**src/rtl/slip_decode_strobe.sv**
```systemverilog
// slip_decode_strobe: registered, wait-stretched chip select qualified by a wide AND decode
module slip_decode_strobe #(
    parameter int NTERMS = 7,
    parameter int WAIT_W = 3
) (
    input  logic              MasterClock,
    input  logic              ResetL,
    input  logic [NTERMS-1:0] Term,
    input  logic              Strobe,
    input  logic [WAIT_W-1:0] WaitCount,
    input  logic              ClrOvr,
    output logic              SelL,
    output logic              ReadyL,
    output logic              Busy,
    output logic              Aborted,
    output logic              Overrun
);
    typedef enum logic [1:0] {IDLE, ASSERT, READY, RECOVER} stateT;

    localparam logic [WAIT_W-1:0] ONE = 1;

    stateT             state;
    logic [WAIT_W-1:0] cnt;
    logic              strobeQ;
    logic              match;
    logic              start;

    assign match = &Term;
    assign start = Strobe & ~strobeQ & match;

    // Cycle FSM: select, ready and busy are all registered; the decode is only looked at on Start
    always_ff @(posedge MasterClock or negedge ResetL) begin
        if (!ResetL) begin
            state   <= IDLE;
            cnt     <= '0;
            strobeQ <= 1'b0;
            SelL    <= 1'b1;
            ReadyL  <= 1'b1;
            Busy    <= 1'b0;
            Aborted <= 1'b0;
            Overrun <= 1'b0;
        end else begin
            strobeQ <= Strobe;
            Aborted <= 1'b0;
            if (start && state != IDLE)
                Overrun <= 1'b1;
            else if (ClrOvr)
                Overrun <= 1'b0;
            case (state)
                IDLE: begin
                    if (start) begin
                        state <= ASSERT;
                        cnt   <= WaitCount;
                        SelL  <= 1'b0;
                        Busy  <= 1'b1;
                    end
                end
                ASSERT: begin
                    if (!Strobe) begin
                        state   <= RECOVER;
                        SelL    <= 1'b1;
                        Aborted <= 1'b1;
                    end else if (cnt == '0) begin
                        state  <= READY;
                        ReadyL <= 1'b0;
                    end else begin
                        cnt <= cnt - ONE;
                    end
                end
                READY: begin
                    state  <= RECOVER;
                    SelL   <= 1'b1;
                    ReadyL <= 1'b1;
                end
                RECOVER: begin
                    state <= IDLE;
                    Busy  <= 1'b0;
                end
                default: state <= IDLE;
            endcase
        end
    end
endmodule

```
**config.mk**
```make
export PLATFORM = sky130hd
export DESIGN_NAME = slip_decode_strobe
export DESIGN_NICKNAME = d
export VERILOG_FILES = /design/src/rtl/slip_decode_strobe.sv
export SDC_FILE = /design/constraint.sdc
export NUM_CORES = 1
export LEC_CHECK = 0
export ABC_CLOCK_PERIOD_IN_PS = 4200
export CAP_MARGIN = 10
export CORE_ASPECT_RATIO = 0.8
export CORE_MARGIN = 8
export CORE_UTILIZATION = 30
export CTS_CLUSTER_DIAMETER = 200
export CTS_CLUSTER_SIZE = 25
export DETAILED_ROUTE_END_ITERATION = 8
export PLACE_DENSITY_LB_ADDON = 0.1
export SLEW_MARGIN = 30
export SYNTH_ARGS = -nofsm -noshare
export SYNTH_HDL_FRONTEND = slang
export SYNTH_SLANG_ARGS = --single-unit
```
**constraint.sdc**
```tcl
create_clock -name MasterClock -period 4.2 [get_ports MasterClock]
set_clock_uncertainty 0.05 [all_clocks]
set_input_delay 0.84 -clock MasterClock [delete_from_list [all_inputs] [get_ports MasterClock]]
set_output_delay 0.84 -clock MasterClock [all_outputs]
set_load 0.02 [all_outputs]
```
==> reports/qor.csv, run 1 <==
metric,value,unit
source of the worst hold timing path,ReadyL$_DFFE_PN1P_,
Root Driver,sky130_fd_sc_hd__clkbuf_4,
"FF+latch count, synth",11,
clock-pin slew reported for the worst setup and hold paths after clock tree synthesis,0.07,ns
portion of the post-synthesis area used by sequential elements,40.5,%
fin nets,110,
number of setup buffers added after CTS,0,
clock buffers created by TritonCTS,3,
highest-count cells in the layout ignoring fill and taps,"sky130_fd_sc_hd__clkdlybuf4s50_1 (18), sky130_fd_sc_hd__dfrtp_1 (9), sky130_fd_sc_hd__nand2_1 (9)",
count of routing violations after the opening detailed-route iteration,4,
starting density of the core,31.8,%
register area,278,um^2
Least-Margin Pin Slew,0.537,ns
area of the multi-input gates,378,um^2
biggest fanout along the worst timing path,7,
num ports,19,
"Area growth, synth to finish",34.1,%
Max-Cap Viols,0,
status,completed,
placed wire-length estimate after detailed placement,1.22,mm
GRT Residual Overflow,0,
H-Tree Depth,1,
post-cts repair resize count,0,
global-route usage over all layers,8.19,%
number of max-slew violations in the final report,0,
final critical delay including setup and external delays,2.30,ns
number of failing hold endpoints at the final stage,0,
maximum number of pins on one net before global-route repair,12,
WP data required,4.34,ns
Leak,0.420,nW
Final period util,54.8,%
Routed Antenna Nets,0,
Setup crit start,Strobe,
number of distinct standard cells referenced by the synthesized netlist,28,
first-pass iteration count of the detailed router,3,
synthesized instance count,66,
Total Routed Length,1.51,mm
Setup TNS Final,0,ns
tightest hold margin,0.447,ns
Post-Syn Nets,88,
number of port buffers,18,
Highest Clock Rate,0.434,GHz
"Cell Area, Synth",686,um^2
path type of the worst min-delay path,flip-flop to flip-flop,
Worst Reg2Reg Path Length in Cells,6,
Post-Synthesis Mean Instance Area,10.4,um^2
WS Path Type,input pin to flip-flop,
number of design rule violations left after detail routing,0,
std cell rows,15,
antenna violations before repair,0,
number of vias per cell,4.75,
Critical Path AT,2.44,ns
Inserted Diodes,0,
DIE AREA,0.00408,mm^2
total power,0.593,mW
final count of negative-setup-slack endpoints,0,
startpoint of the lowest-slack register-to-register path,state[1]$_DFFE_PN0P_,
clock tree from TritonCTS,done,
worst vdd rail ir drop,290,uV
Longest Clk Path Bufs,2,
wire per inst,13.5,um
element type at the critical path start,input pin,
Hold Path Cell Cnt,2,
worst skew pair latency,0.27,ns
Die H,58.8,um
total vias in the final route,532,
number of global-route vias before repair,525,
number of warnings issued by yosys,0,
proportion of layout cells with a drive suffix above 1,10.3,%
GP Congestion,0.735,
power per cell area,645,mW/mm^2
count of hold-fix buffers inserted at cts,0,
wire length of the first global-routing pass,2.66,mm
Die X-Extent,69.5,um
CP Capture Type,flip-flop,
clock sink count,11,
Fill cells,211,
"most common cell after layout, fill and taps aside",sky130_fd_sc_hd__clkdlybuf4s50_1,
core box area,0.00216,mm^2
worst slew margin relative to its limit,64.1,%
RSZ-0062 raised after global routing,false,
critical path, cell delays in order:
cell                              delay (ns)
sky130_fd_sc_hd__clkdlybuf4s50_1        0.54
sky130_fd_sc_hd__nand3b_1               0.16
sky130_fd_sc_hd__o41ai_4                0.42
sky130_fd_sc_hd__nand3b_1               0.15
sky130_fd_sc_hd__mux2_1                 0.33
cell families (layout without fill, tap and decap cells):
group / after synthesis / count (layout) / synth area share, %
buffers and inverters: 8 / 29 / 4.38
multiplexers: 6 / 6 / 9.12
AO/OA/AOI/OAI: 12 / 12 / 15.5
adder cells (fa/ha/maj): 8 / 8 / 14.6
flip-flops: 11 / 11 / 40.5
AND/OR/NAND/NOR: 21 / 21 / 15.9
synth_stat cells:
cell type                   number  area, um^2
sky130_fd_sc_hd__o21ai_0         2        10.0
sky130_fd_sc_hd__nand3b_1        3        22.5
sky130_fd_sc_hd__and2b_1         1        7.51
sky130_fd_sc_hd__clkbuf_1        1        3.75
sky130_fd_sc_hd__nand2_2         1        6.26
sky130_fd_sc_hd__a31oi_1         1        6.26
sky130_fd_sc_hd__a21oi_1         1        5.00
sky130_fd_sc_hd__nor2b_1         1        6.26
sky130_fd_sc_hd__o41ai_4         1        27.5
sky130_fd_sc_hd__inv_1           7        26.3
sky130_fd_sc_hd__or3_1           1        6.26
sky130_fd_sc_hd__a22o_1          1        8.76
sky130_fd_sc_hd__mux2i_1         4        40.0
sky130_fd_sc_hd__mux2_1          1        11.3
sky130_fd_sc_hd__o22ai_1         1        6.26
sky130_fd_sc_hd__a2bb2oi_1       1        8.76
sky130_fd_sc_hd__a21boi_0        1        7.51
sky130_fd_sc_hd__o21ai_2         1        8.76
sky130_fd_sc_hd__mux2_2          1        11.3
sky130_fd_sc_hd__dfstp_2         2        52.6
sky130_fd_sc_hd__o221ai_1        1        8.76
sky130_fd_sc_hd__nor2_1          3        11.3
sky130_fd_sc_hd__o2bb2ai_1       1        8.76
sky130_fd_sc_hd__ha_1            8         100
sky130_fd_sc_hd__nor4_1          1        6.26
sky130_fd_sc_hd__dfrtp_1         9         225
sky130_fd_sc_hd__nand4b_1        1        8.76
sky130_fd_sc_hd__nand2_1         9        33.8
per-layer routing:
layer | vias to the layer above | wire length [um] | track usage (%)
met2 | 18 | 603 | 12.1
met3 | 0 | 105 | 5.03
met1 | 241 | 804 | 10.2
met5 | - | 0 | 0
li1 | 273 | - | -
met4 | 0 | 0 | 0.875
power by group:
part / internal [mW] / switching, mW
clock: 0.0367 / 0.0357
sequential: 0.158 / 0.0326
combinational: 0.158 / 0.172
per-stage QoR:
stage                     setup slack (ns)  std cells  utilization [%]  instance area, um^2
final                                 1.90        112             42.6                  920
after global routing                  1.80        112             42.6                  920
after CTS                             1.88        112             42.6                  920
after detailed placement              1.62        108             41.4                  893
after global placement                1.69        108             41.4                  893
after floorplan                       2.26         66                -                  686
worst paths after layout:
check,end,slack [ns]
worst max-delay path,SelL$_DFFE_PN1P_,1.90
worst min-delay path,ReadyL$_DFFE_PN1P_,0.45
worst max register to register,cnt[1]$_DFFE_PN0P_,2.36
worst min register to register,ReadyL$_DFFE_PN1P_,0.45
max in group asynchronous,ReadyL$_DFFE_PN1P_,2.86
min in group asynchronous,Overrun$_DFFE_PN0P_,0.87
flip-flops by register name, summed over array words and instances, names as in the netlist:
name and count:
Overrun 1, SelL 1, state 2, Aborted 1, strobeQ 1, cnt 3, Busy 1, ReadyL 1
final cells by class:
type,count,share of cell area [%]
clock buffers,4,2.86
inverters,7,2.86
repair buffers,18,19.6
multi-input cells,47,41.1
well taps,25,3.40
flip-flops and latches,11,30.2
No activity file was read; power rests on OpenSTA's default activity.
==> run 2: changes to the inputs <==
--- a/config.mk
+++ b/config.mk
@@ -5,7 +5,7 @@
 export SDC_FILE = /design/constraint.sdc
 export NUM_CORES = 1
 export LEC_CHECK = 0
-export ABC_CLOCK_PERIOD_IN_PS = 4200
+export ABC_CLOCK_PERIOD_IN_PS = 1900
 export CAP_MARGIN = 10
 export CORE_ASPECT_RATIO = 0.8
 export CORE_MARGIN = 8
==> constraint.sdc (replaced) <==
create_clock -name MasterClock -period 1.9 [get_ports MasterClock]
set_clock_uncertainty 0.05 [all_clocks]
set_input_delay 0.38 -clock MasterClock [delete_from_list [all_inputs] [get_ports MasterClock]]
set_output_delay 0.38 -clock MasterClock [all_outputs]
set_load 0.02 [all_outputs]
==> run 2 against run 1 <==
Against the previous run:
- routed wire length is 0.59% higher
- non-clock buffer count is 7 higher
- sequential share of layout area is 1.6 points lower
- cell count is 6.3% higher
- first-iteration DRC count is 130% higher
- critical path depth is 4 lower
- via count is 6.2% higher
- largest cell class unchanged
- highest routed layer unchanged
==> reports/qor.csv, run 2 (synthesized netlist as in run 1, its figures left out) <==
metric,value,unit
Die H,58.8,um
Critical Path AT,1.43,ns
worst vdd rail ir drop,874,uV
critical-path cell with the highest stage delay,sky130_fd_sc_hd__clkdlybuf4s50_1,
global-route usage over all layers,8.31,%
biggest fanout along the worst timing path,2,
Max-Cap Viols,0,
number of design rule violations left after detail routing,0,
fin nets,117,
power per cell area,1400,mW/mm^2
clock-pin slew reported for the worst setup and hold paths after clock tree synthesis,0.08,ns
final standard cell area without fillers,972,um^2
Leak,0.453,nW
WS Path Type,flip-flop to output port,
clock sink count,11,
Highest Clock Rate,0.539,GHz
cells along the critical path,clkdlybuf4s50_1,
std cell rows,15,
Least-Margin Pin Slew,0.539,ns
final count of negative-setup-slack endpoints,0,
WP data required,1.47,ns
clock buffers created by TritonCTS,3,
number of global-route vias before repair,618,
Routed Antenna Nets,0,
status,completed,
highest-count cells in the layout ignoring fill and taps,"sky130_fd_sc_hd__clkdlybuf4s50_1 (18), sky130_fd_sc_hd__dfrtp_1 (9), sky130_fd_sc_hd__nand2_1 (9)",
GP Congestion,0.714,
antenna violations before repair,0,
Reg with most FFs,cnt,
count of hold-fix buffers inserted at cts,0,
proportion of layout cells with a drive suffix above 1,17.0,%
starting density of the core,31.8,%
tightest hold margin,0.399,ns
Root Driver,sky130_fd_sc_hd__clkbuf_4,
largest registers ranked by flip-flop count,"cnt (3), state (2)",
H-Tree Depth,1,
core box area,0.00216,mm^2
final non-filler cell total,119,
worst slew margin relative to its limit,64.0,%
"most common cell after layout, fill and taps aside",sky130_fd_sc_hd__clkdlybuf4s50_1,
post-cts repair resize count,0,
final critical delay including setup and external delays,1.86,ns
"Largest stage delay, worst path",0.60,ns
number of setup buffers added after CTS,0,
number of max-slew violations in the final report,0,
maximum number of pins on one net before global-route repair,12,
element type at the critical path start,flip-flop,
clock tree from TritonCTS,done,
num ports,19,
CP Capture Type,output port,
Final period util,97.7,%
worst skew pair latency,0.27,ns
number of port buffers,18,
Longest Clk Path Bufs,2,
first-pass iteration count of the detailed router,4,
area post-placement,946,um^2
number of placed cells counting well taps,115,
number of buffers and inverters on the critical path,1,
placed wire-length estimate after detailed placement,1.22,mm
"Area growth, synth to finish",41.8,%
path type of the worst min-delay path,input pin to asynchronous set/reset pin,
RSZ-0062 raised after global routing,false,
count of routing violations after the opening detailed-route iteration,9,
wire length of the first global-routing pass,2.77,mm
wire per inst,12.8,um
GRT Residual Overflow,0,
cell type group with the largest total delay on the critical path,buffers and inverters,
Die X-Extent,69.5,um
Total Routed Length,1.52,mm
Inserted Diodes,0,
number of vias per cell,4.75,
DIE AREA,0.00408,mm^2
flip-flop count of the largest register after layout,3,
number of failing hold endpoints at the final stage,0,
total vias in the final route,565,
## run 2: changes by cell type in the layout (fill, tap and decap cells not counted), sizes merged
cell  change
buf       +7
## run 2: worst paths after layout
kind	start	to	slack [ns]	depth (start not counted)
max in group asynchronous	ResetL	ReadyL$_DFFE_PN1P_	1.03	1
setup reg to reg	state[0]$_DFFE_PN0P_	state[1]$_DFFE_PN0P_	0.20	6
hold reg to reg	ReadyL$_DFFE_PN1P_	ReadyL$_DFFE_PN1P_	0.44	2
min in group MasterClock	ReadyL$_DFFE_PN1P_	ReadyL$_DFFE_PN1P_	0.44	2
setup / recovery	SelL$_DFFE_PN1P_	SelL	0.04	1
hold / removal	ResetL	Busy$_DFFE_PN0P_	0.40	1
## run 2: cell type report
type / instances / area, um^2
multi-input combinational: 47 / 378
tap: 25 / 31.3
inverter: 7 / 26.3
sequential: 11 / 278
fill: 219 / 1190
clock buffer: 4 / 26.3
timing repair buffer: 25 / 233
## run 2: power by group
part,internal (mW),total (mW),switching (mW),leakage [nW]
sequential,0.350,0.411,0.0602,0.132
clock,0.0815,0.171,0.0896,0.0150
combinational,0.388,0.782,0.393,0.307
total,0.820,1.36,0.543,0.453
## run 2: metal layers
metal  track usage (%)  share of wire (%)  wire, um  vias to the layer above
li1                  -                  -         -                      283
met1              10.5                 55       842                      262
met2              12.7                 39       586                       20
met3              3.52                6.1        93                        0
met4              2.04                  0         0                        0
met5                 0                  0         0                        -
## run 2: stage by stage
stage / setup WS, ns / power, mW / setup TNS (ns) / util [%]
2_1_floorplan: 0.206 / 0.939 / 0 / -
3_3_place_gp: -0.0751 / 1.20 / -0.209 / 43.8
3_5_place_dp: -0.106 / 1.21 / -0.269 / 43.8
4_1_cts: 0.0293 / 1.39 / 0 / 45.0
5_1_grt: 0.0122 / 1.50 / 0 / 45.0
6_report: 0.0437 / 1.36 / 0 / 45.0
